### src/rtl/wdi_mon.sv
// Watchdog-input monitor for the STM32 kick line: checks that wdi toggles neither too
// fast nor too slow, pulses mcu_rst_n on a fault and counts faults.
module wdi_mon #(
  parameter logic [23:0] TP_TO  = 24'd1_000_000,
  parameter logic [23:0] TP_MIN = 24'd1_000,
  parameter logic [23:0] TP_RST = 24'd50_000
) (
  input  logic       clk_sys,
  input  logic       rst_n,
  input  logic       wdi,
  input  logic       wd_en,
  input  logic       wd_clr,
  output logic       wd_alarm,
  output logic       mcu_rst_n,
  output logic       led_n,
  output logic [7:0] err_cnt,
  output logic [1:0] wd_state
);

  typedef enum logic [1:0] {
    S_DIS   = 2'd0,
    S_WAIT  = 2'd1,
    S_RUN   = 2'd2,
    S_FAULT = 2'd3
  } state_t;

  state_t      state;
  logic        s1, s2, hist;
  logic        wdi_edge;
  logic        to_fault;
  logic [23:0] cnt;
  logic [23:0] rcnt;

  always_ff @(posedge clk_sys or negedge rst_n) begin
    if (!rst_n) begin
      s1   <= 1'b0;
      s2   <= 1'b0;
      hist <= 1'b0;
    end else begin
      s1   <= wdi;
      s2   <= s1;
      hist <= s2;
    end
  end

  assign wdi_edge = s2 ^ hist;

  // An edge in the timeout cycle counts as a kick, so the edge test takes priority.
  assign to_fault = (state == S_RUN) &&
                    (wdi_edge ? (cnt < TP_MIN) : (cnt >= TP_TO - 24'd1));

  // led_n tracks s1 here so that it equals ~s2 alongside the registered state.
  always_ff @(posedge clk_sys or negedge rst_n) begin
    if (!rst_n) begin
      state     <= S_DIS;
      cnt       <= '0;
      rcnt      <= '0;
      wd_alarm  <= 1'b0;
      mcu_rst_n <= 1'b1;
      led_n     <= 1'b1;
      err_cnt   <= '0;
    end else if (!wd_en) begin
      state     <= S_DIS;
      cnt       <= '0;
      rcnt      <= '0;
      wd_alarm  <= 1'b0;
      mcu_rst_n <= 1'b1;
      led_n     <= 1'b1;
    end else if (to_fault) begin
      state     <= S_FAULT;
      cnt       <= '0;
      rcnt      <= TP_RST - 24'd1;
      wd_alarm  <= 1'b1;
      mcu_rst_n <= 1'b0;
      led_n     <= 1'b0;
      if (err_cnt != 8'hFF) err_cnt <= err_cnt + 8'd1;
    end else begin
      case (state)
        S_DIS: begin
          state <= S_WAIT;
          led_n <= ~s1;
        end
        S_WAIT: begin
          led_n <= ~s1;
          cnt   <= '0;
          if (wdi_edge) state <= S_RUN;
        end
        S_RUN: begin
          led_n <= ~s1;
          if (wdi_edge)              cnt <= '0;
          else if (cnt != 24'hFF_FFFF) cnt <= cnt + 24'd1;
        end
        S_FAULT: begin
          if (!mcu_rst_n) begin
            if (rcnt == 24'd0) mcu_rst_n <= 1'b1;
            else               rcnt      <= rcnt - 24'd1;
          end else if (wd_clr) begin
            state    <= S_WAIT;
            wd_alarm <= 1'b0;
            led_n    <= ~s1;
          end
        end
        default: state <= S_DIS;
      endcase
    end
  end

  assign wd_state = state;

endmodule

### config.mk
export PLATFORM = sky130hd
export DESIGN_NAME = wdi_mon
export DESIGN_NICKNAME = d
export VERILOG_FILES = /design/src/rtl/wdi_mon.sv
export SDC_FILE = /design/constraint.sdc
export NUM_CORES = 1
export LEC_CHECK = 0
export CORE_UTILIZATION = 30
export CTS_BUF_LIST = sky130_fd_sc_hd__clkbuf_16
export CTS_CLUSTER_DIAMETER = 50
export DETAILED_ROUTE_END_ITERATION = 10
export PLACE_DENSITY = 0.54
export SYNTH_ARGS = -nofsm -noshare
export SYNTH_HDL_FRONTEND = slang
export SYNTH_SLANG_ARGS = --single-unit
### constraint.sdc
create_clock -name clk_sys -period 3.1 [get_ports clk_sys]
set_input_delay 0.62 -clock clk_sys [delete_from_list [all_inputs] [get_ports clk_sys]]
set_output_delay 0.62 -clock clk_sys [all_outputs]
set_load 0.01 [all_outputs]
* Yosys cells after proc, flatten, opt, wreduce, memory -nomap -nowiden
Cells that the tools add are included.
Operators by class: equal/unequal tests 16, shift-type cells 0, reduce and logical (&&, ||, !) cells 10, $lt $le $gt $ge 2, muxes and demuxes 32, multiply operators 0, $add $sub $neg 3, div/mod/pow operators 0, bitwise gates (word level) 2
Operator list (count):
- 24-bit 2-to-1 mux | 9
- 24-bit one-hot mux with 2 select lines | 1
- 24-bit by 1-bit adder with 24-bit output, second input constant | 1
- 24-bit by 20-bit >= comparator with 1-bit output, second input constant | 1
- 24-bit zero test | 1
- 24-bit by 10-bit less-than comparator with 1-bit output, second input constant | 1
- 24-bit inequality test, second input constant | 1
- 24-bit by 1-bit subtractor with 24-bit output, second input constant | 1
- 1-bit 2-to-1 mux | 15
- 4-bit inequality test, second input constant | 3
- 2-bit 2-to-1 mux | 5
- 3-bit by 1-bit inequality test with 1-bit output, second input constant | 3
- 3-bit AND reduction | 3
- 8-bit by 1-bit adder with 8-bit output, second input constant | 1
- 8-bit inequality test, second input constant | 1
- 2-bit one-hot mux with 3 select lines | 1
- 5-bit by 1-bit inequality test with 1-bit output, second input constant | 1
- 5-bit by 4-bit inequality test with 1-bit output, second input constant | 1
- 2-bit equality test, second input constant | 2
- 4-bit by 1-bit inequality test with 1-bit output, second input constant | 1
- 2-bit AND reduction | 2
- 4-bit AND reduction | 1
- 3-bit by 2-bit inequality test with 1-bit output, second input constant | 1
- 3-bit inequality test, second input constant | 1
- other kinds (7) | 7
Word-level totals: input port bits 5, memory bits (read-only) 0, output and inout port bits 13, word-level logic and storage cells 75, latch bits 0, bits in writable memories 0, memories kept 0, register bits 64

* Longest topological paths before layout
Gate-level depths: netlist of the first run.
depth after elaboration 6, gate-level depth with buffers 9, depth with buffers taken out 8

* Least setup slack after synthesis of the first run
No wires, ideal clock.
path kind reg2reg, start register cnt[0], end register cnt[18], buffers on the path 1, clock period less this slack 2.191 ns, path slack 0.909 ns, required time 3.021 ns, arrival time 2.112 ns, library setup time 0.079 ns, stages on the path, launching flop included 9, cells stage by stage dfrtp_1 > ha_1 > nand3_2 > nor2_1 > o311a_1 > or3_1 > buf_6 > or3_1 > mux2i_1
Between the ends: cells in the longest elaborated chain, start to end 6, elaborated cells between the ends (all ways) 14, those cells by class add/sub (1); order compare (2); eq/ne (3); mux (6); reduce/logical (2)
RTL lines:
- from (decl) | line 31 | logic [23:0] cnt;
- from (signal assigned) | line 91 | else if (cnt != 24'hFF_FFFF) cnt <= cnt + 24'd1;
- 24-bit by 1-bit adder with 24-bit output | line 91
- 24-bit 2-to-1 mux | line 91
- 24-bit 2-to-1 mux | line 90 | if (wdi_edge) cnt <= '0;
- 24-bit one-hot mux with 2 select lines | line 78 | case (state)
- 24-bit 2-to-1 mux | line 69 | end else if (to_fault) begin
- 24-bit 2-to-1 mux | line 62 | end else if (!wd_en) begin
Several ways; a longest one is shown, not always the timed one. The select of a mux whose other input is x is not followed. A chain may end at the register's enable or synchronous reset.

* Worst setup path in the final report of the first run
start register rcnt[0], end register rcnt[20]
Between the ends: cells in the longest elaborated chain, start to end 6, elaborated cells between the ends (all ways) 9, those cells by class add/sub (1); eq/ne (1); mux (5); reduce/logical (2)
RTL lines:
- from (decl) | line 32 | logic [23:0] rcnt;
- from (signal assigned) | line 72 | rcnt <= TP_RST - 24'd1;
- from (signal assigned) | line 96 | else rcnt <= rcnt - 24'd1;
- 24-bit by 1-bit subtractor with 24-bit output | line 96
- 24-bit 2-to-1 mux | line 95 | if (rcnt == 24'd0) mcu_rst_n <= 1'b1;
- 24-bit 2-to-1 mux | line 94 | if (!mcu_rst_n) begin
- 24-bit 2-to-1 mux | line 78
- 24-bit 2-to-1 mux | line 69
- 24-bit 2-to-1 mux | line 62
Several ways; a longest one is shown, not always the timed one. The select of a mux whose other input is x is not followed.

==> flow_metrics.py, run 1 <==
metrics = {
    "place": {
        "placed_area_sq_um": 3891,
        "place_ws_ns": 0.6082,
        "port_buffers": 17,
        "gp_congestion": 0.7974,
        "dp_hpwl_mm": 5.497,
    },
    "setup_path": {
        "regToRegSetupSlack_ns": 0.65,
        "cp-endpoint": "rcnt[20]",
        "critPathLaunchType": "flop",
        "worstSetupEndpointType": "flop",
        "r2r-end": "rcnt[20]",
        "r2r_cells": 8,
        "worstSetupPathType": "flop to flop",
        "cp.arrival_ns": 2.66,
        "crit_start": "rcnt[0]",
        "r2r-start": "rcnt[0]",
        "required_ns": 3.31,
        "critPathMaxFanout": 5,
    },
    "sta": {
        "hold_viol_final": 0,
        "period_needed_ns": 2.454,
        "fmax_mhz": 407.4,
        "finalSetupViolCount": 0,
        "slew_headroom": 0.4596,
        "setup_tns_ns": 0,
        "drv_slew": 0,
        "fin_skew_ns": 0.006507,
        "fin_ws_ns": 0.6457,
        "tightest_slew_ns": 0.8090,
        "rsz0062_at_grt": "false",
        "layout_worst_path_cycle_share": 0.7917,
    },
    "cts": {
        "cts.path.max_buffers": 2,
        "cts-htree-levels": 3,
        "cts_root_buf": "clkbuf_16",
        "cts_sinks": 64,
        "insertion_delay_ns": 0.33,
        "holdBufCountCts": 0,
        "cts_setup_buffers": 0,
        "cts_buffers": 9,
        "clk_pin_slew_ns": 0.06,
        "cts-resized-gates": 0,
        "cts_tree": "yes",
    },
    "power_and_ir_drop": {
        "power_w": 0.002798,
        "power_density_nw_per_um2": 665.4,
        "leakage_nw": 1.832,
        "peakVddDrop_mv": 0.4168,
    },
    "floorplanning": {
        "fp.coreArea_sq_um": 11470,
        "dieArea_sq_um": 12220,
        "ios": 18,
        "rows": 39,
        "die_y_um": 110.5,
        "initial_core_util": 0.3081,
        "die_width_um": 110.5,
    },
    "yosys": {
        "synthesis.area_sq_um": 3533,
        "yosys_warnings": 0,
        "syn_inst": 353,
        "synth.net_count": 366,
        "synth-edff-count": 0,
        "synth-main-ff-cell": "dfrtp_1",
        "synth_cell_type_count": 62,
        "async_flop_share": 1.000,
        "ys_ff_latch": 64,
        "seq_area_frac_synth": 0.4540,
        "synth.avg_cell_area_sq_um": 10.01,
    },
    "grt": {
        "grt_pass1_vias": 2691,
        "grt_max_degree": 27,
        "antenna_found_initial": 0,
        "grt_pass1_wl_mm": 13.51,
        "grt_use_total": 0.1386,
        "overflow": 0,
    },
    "route": {
        "drt_iter0_markers": 137,
        "wl_per_cell_um": 15.12,
        "wirelength_mm": 7.998,
        "ant_nets": 0,
        "drt_pre_antenna_iters": 4,
        "drc": 0,
        "via_per_inst": 5.231,
        "via_count": 2767,
    },
    "flow_run": {
        "drv_cap": 0,
    },
    "final_layout": {
        "fin_area_sq_um": 4204,
        "syn2layout_area_growth_pct": 18.98,
        "fin_nets": 394,
        "drive_gt1_frac": 0.1244,
        "layout.area.seq_sq_um": 1604,
        "multi_input_area_sq_um": 1827,
        "fillCellCount": 1148,
        "n_antenna_cell": 0,
    },
    "outcome": {
        "outcome": "finished clean",
    },
    "hold_path": {
        "hp-class": "primary input to asynchronous set/reset pin",
    },
}
metrics by stage:
step | utilization | hold slack (ns) | std cells
global route | 0.3666 | 0.3435 | 529
floorplan | - | 0.3244 | 353
detailed placement | 0.3393 | 0.3848 | 513
finish | 0.3666 | 0.2931 | 529
global placement | 0.3393 | 0.3798 | 513
CTS | 0.3666 | 0.3117 | 529
cells in the mapped netlist, types with 8 or more instances:
| master | instances | area [sq um] |
|---|---|---|
| a21oi_1 | 14 | 70.07 |
| a22o_1 | 15 | 131.4 |
| dfrtp_1 | 62 | 1551 |
| ha_1 | 8 | 100.1 |
| inv_1 | 11 | 41.29 |
| nand2_1 | 29 | 108.9 |
| nand3_1 | 15 | 75.07 |
| nor2_1 | 40 | 150.1 |
| nor3_1 | 14 | 70.07 |
| nor4_1 | 9 | 56.30 |
| o21ai_0 | 9 | 45.04 |
| or3_1 | 8 | 50.05 |
| xnor2_1 | 13 | 113.9 |
| xor2_1 | 15 | 131.4 |
routing by layer:
metal | part of all wire | GRT usage | vias to the layer above
met4 | 0.016 | 0.04889 | 0
li1 | - | - | 1357
met1 | 0.51 | 0.1938 | 1364
met3 | 0.035 | 0.04007 | 10
met2 | 0.44 | 0.2029 | 36
met5 | 0 | 0 | -
worst min-delay path by stage:
| stage | startpoint | endpoint | slack (ns) | depth (start not counted) |
|---|---|---|---|---|
| floorplan | rst_n | cnt[0] | 0.32 | 0 |
| global placement | s2 | hist | 0.38 | 0 |
| detailed placement | s2 | hist | 0.38 | 0 |
| CTS | rst_n | rcnt[21] | 0.31 | 1 |
| global route | rst_n | rcnt[21] | 0.34 | 1 |
| finish | rst_n | rcnt[21] | 0.29 | 1 |
report_power, final:
part           internal, W  leakage, nW  switching [W]
Clock             0.000696        0.150       0.000372
Combinational     0.000313        0.808       0.000430
Sequential        0.000901        0.874      0.0000847
Total              0.00191         1.83       0.000887
logic make-up after synthesis:
group	synth area share
xor gates and xnor gates	0.06941
and+or+nand+nor	0.2387
muxes	0.01169
DFF	0.4540
AOI/OAI and AO/OA	0.1689
buffers and inverters	0.02904
adders and majority gates	0.02833
flip-flops by register name (all words and copies together) (netlist names):
name	count
cnt	24
err_cnt	8
hist	1
led_n	1
mcu_rst_n	1
rcnt	24
s1	1
s2	1
wd_alarm	1
wd_state	2
critical path, cell delays in order, from the launching register on:
cell and delay [ns]:
dfrtp_1 0.39, inv_1 0.09, ha_1 0.19, nor4b_2 0.48, nand4b_1 0.23, nor3_1 0.56
nand3b_1 0.16, xor2_1 0.18, nor2_1 0.05
final cells by class:
cell class / count / share of cell area
clock inverter: 7 / 0.02083
multi-input combinational: 268 / 0.4345
clock buffer: 9 / 0.05357
timing repair buffer: 27 / 0.05714
inverter: 11 / 0.009821
sequential: 64 / 0.3815
tap: 143 / 0.04256
placed cells by master (no fill, tap or decap), types with 3 or more instances in the layout:
| master | instances |
|---|---|
| nor4_4 | 4 |
| clkbuf_16 | 9 |
| nor2_1 | 40 |
| xor2_1 | 15 |
| o22ai_1 | 5 |
| nand2b_1 | 3 |
| mux2i_1 | 3 |
| nor4_1 | 9 |
| xnor2_1 | 13 |
| and4_1 | 4 |
| o21ai_0 | 9 |
| a211oi_1 | 3 |
| a21oi_1 | 14 |
| and3_1 | 3 |
| nand3b_1 | 3 |
| or3_1 | 8 |
| or4_1 | 3 |
| inv_1 | 12 |
| buf_4 | 10 |
| a22oi_1 | 3 |
| nand2_1 | 29 |
| nor3_1 | 14 |
| a22o_1 | 15 |
| ha_1 | 8 |
| clkdlybuf4s50_1 | 16 |
| nand3_1 | 15 |
| dfrtp_1 | 62 |
| o21a_1 | 5 |
| nand4_1 | 3 |
(Power assumes the default switching activity.)
==> run 2, diff against run 1 <==
--- a/config.mk
+++ b/config.mk
@@ -9,7 +9,7 @@
 export CTS_BUF_LIST = sky130_fd_sc_hd__clkbuf_16
 export CTS_CLUSTER_DIAMETER = 50
 export DETAILED_ROUTE_END_ITERATION = 10
-export PLACE_DENSITY = 0.54
+export PLACE_DENSITY = 0.55
 export SYNTH_ARGS = -nofsm -noshare
 export SYNTH_HDL_FRONTEND = slang
 export SYNTH_SLANG_ARGS = --single-unit
==> constraint.sdc (replaced) <==
create_clock -name clk_sys -period 2.25 [get_ports clk_sys]
set_input_delay 0.45 -clock clk_sys [delete_from_list [all_inputs] [get_ports clk_sys]]
set_output_delay 0.45 -clock clk_sys [all_outputs]
set_load 0.01 [all_outputs]
==> flow_metrics.py, run 2 (synthesized netlist as in run 1, its figures left out) <==
metrics = {
    "setup_path": {
        "max_stage_delay_ns": 0.37,
        "worstSetupEndpointType": "flop",
        "r2r_cells": 8,
        "cp.arrival_ns": 2.38,
        "worstSetupPathType": "flop to flop",
        "critPathMaxFanout": 16,
        "required_ns": 2.48,
        "r2r-start": "cnt[19]",
        "cp-endpoint": "cnt[17]",
        "critPathLaunchType": "flop",
        "r2r-end": "cnt[17]",
        "crit_slowest_cell": "dfrtp_1",
        "crit_start": "cnt[19]",
        "path_cells": "and4_2, o21ai_1, o211ai_4, buf_4, o211ai_2, buf_4, a22o_1, a22o_1",
        "regToRegSetupSlack_ns": 0.1,
    },
    "sta": {
        "layout_worst_path_cycle_share": 0.9562,
        "fmax_mhz": 464.8,
        "tightest_slew_ns": 0.7236,
        "fin_skew_ns": 0.007910,
        "period_needed_ns": 2.152,
        "hold_viol_final": 0,
        "slew_headroom": 0.5139,
        "drv_slew": 0,
        "finalSetupViolCount": 0,
    },
    "power_and_ir_drop": {
        "p_switching_w": 0.001252,
        "clockPowerShare": 0.355,
        "seqPwrFrac": 0.352,
        "combinationalPowerShare": 0.293,
        "peakVddDrop_mv": 0.5477,
        "swShare": 0.3241,
        "p_int_w": 0.002611,
        "power_density_nw_per_um2": 853.4,
        "power_w": 0.003863,
        "leakage_nw": 2.014,
    },
    "outcome": {
        "outcome": "finished clean",
    },
    "final_layout": {
        "n_antenna_cell": 0,
        "drive_gt1_frac": 0.2053,
        "reg_top3": "cnt (24), rcnt (24), err_cnt (8)",
        "syn2layout_area_growth_pct": 28.12,
        "final_cell_mix": "dfrtp_1 (62), nor2_1 (39), buf_4 (39)",
        "fin_nets": 427,
        "final_common_cell": "dfrtp_1",
        "final_cell_count_no_fill": 562,
    },
    "route": {
        "drt_pre_antenna_iters": 4,
        "drc": 0,
        "wirelength_mm": 8.315,
        "via_count": 2889,
        "ant_nets": 0,
        "drt_iter0_markers": 137,
        "via_per_inst": 5.141,
        "wl_per_cell_um": 14.80,
    },
    "grt": {
        "grt_max_degree": 65,
        "antenna_found_initial": 0,
        "grt_pass1_wl_mm": 13.88,
        "overflow": 0,
        "grt_pass1_vias": 2910,
        "grt_use_total": 0.1428,
    },
    "flow_run": {
        "drv_cap": 0,
    },
    "place": {
        "port_buffers": 17,
        "gp_congestion": 0.7952,
        "dp.cells": 546,
        "dp_hpwl_mm": 5.639,
    },
    "cts": {
        "clk_pin_slew_ns": 0.05,
        "insertion_delay_ns": 0.34,
        "cts_buffers": 9,
        "cts_tree": "yes",
        "cts-htree-levels": 3,
        "cts_sinks": 64,
        "cts_setup_buffers": 0,
        "cts.path.max_buffers": 2,
        "cts_root_buf": "clkbuf_16",
    },
    "floorplanning": {
        "dieArea_sq_um": 12220,
        "die_y_um": 110.5,
        "fp.coreArea_sq_um": 11470,
        "ios": 18,
        "die_width_um": 110.5,
        "initial_core_util": 0.3081,
        "rows": 39,
    },
    "hold_path": {
        "hp-class": "primary input to asynchronous set/reset pin",
    },
}
-- run 2: worst max-delay path: cells and delay by family, from the launching register on --
kind,cells,cell delay [ns]
flops,1,0.37
compound gates,5,0.94
simple gates,1,0.31
buf+inv,2,0.42
-- run 2: routing by layer --
layer | global-route usage | vias to the layer above | wire length [um]
li1 | - | 1427 | -
met5 | 0 | - | 0
met1 | 0.1915 | 1397 | 4121
met3 | 0.04061 | 11 | 291
met4 | 0.04533 | 0 | 124
met2 | 0.2219 | 54 | 3777
-- run 2: power by group through the flow --
stage / sequential (W) / clock [W] / combinational (W)
2_1_floorplan: 0.00137 / 0 / 0.000680
3_3_place_gp: 0.00138 / 0 / 0.00110
3_5_place_dp: 0.00138 / 0 / 0.00111
4_1_cts: 0.00136 / 0.00141 / 0.00111
5_1_grt: 0.00138 / 0.00144 / 0.00127
6_report: 0.00136 / 0.00137 / 0.00113
-- run 2: final cells by class --
cell class	count	area, sq um
clock inverter	7	63.81
multi-input combinational	268	1884
tap	143	178.9
timing repair buffer	60	529.3
clock buffer	9	225.2
inverter	11	41.29
sequential	64	1604
fill	1110	6940
-- run 2: worst min path at each step --
stage | endpoint | depth (start not counted) | slack, ns
2_1_floorplan | cnt[0] | 0 | 0.15
3_3_place_gp | hist | 0 | 0.38
3_5_place_dp | hist | 0 | 0.38
4_1_cts | rcnt[19] | 2 | 0.14
5_1_grt | rcnt[19] | 2 | 0.16
6_report | rcnt[23] | 2 | 0.12
-- run 2: stage by stage --
stage / hold slack, ns / worst slack (ns) / utilization / area, sq um / TNS (ns)
after floorplan: 0.1544 / 0.05859 / - / 3533 / 0
after global placement: 0.3795 / 0.1107 / 0.3642 / 4177 / 0
after detailed placement: 0.3849 / 0.07827 / 0.3642 / 4177 / 0
after CTS: 0.1366 / 0.05825 / 0.3894 / 4466 / 0
after global routing: 0.1585 / -0.01010 / 0.3948 / 4527 / -0.01231
final: 0.1171 / 0.09849 / 0.3948 / 4527 / 0
-- run 2: what timing repair did --
item / CTS / global route
hold buffers: 0 / 0
gates resized for setup: 0 / 10
setup endpoints to repair: 0 / 42
==> run 3, diff against run 2 <==
--- a/config.mk
+++ b/config.mk
@@ -5,6 +5,7 @@
 export SDC_FILE = /design/constraint.sdc
 export NUM_CORES = 1
 export LEC_CHECK = 0
+export CAP_MARGIN = 20
 export CORE_UTILIZATION = 30
 export CTS_BUF_LIST = sky130_fd_sc_hd__clkbuf_16
 export CTS_CLUSTER_DIAMETER = 50
==> constraint.sdc (replaced) <==
create_clock -name clk_sys -period 2.25 [get_ports clk_sys]
set_input_delay 0.45 -clock clk_sys [delete_from_list [all_inputs] [get_ports clk_sys]]
set_output_delay 0.45 -clock clk_sys [all_outputs]
set_load 0.05 [all_outputs]
==> results of run 3 <==
The final DEF is identical to that of run 2. Status: finished clean.
Main changes from that run: clock-pin slew on the worst setup and hold paths 0.05 ns -> 0.06 ns; setup slack after layout 0.09849 ns -> 0.06936 ns; start point of the critical path cnt[19] -> mcu_rst_n; end point of the critical path cnt[17] -> mcu_rst_n; register-to-register setup slack 0.1 ns -> 0.10 ns; total power 0.003863 W -> 0.004013 W; worst IR drop on VDD 0.5477 mV -> 0.5587 mV
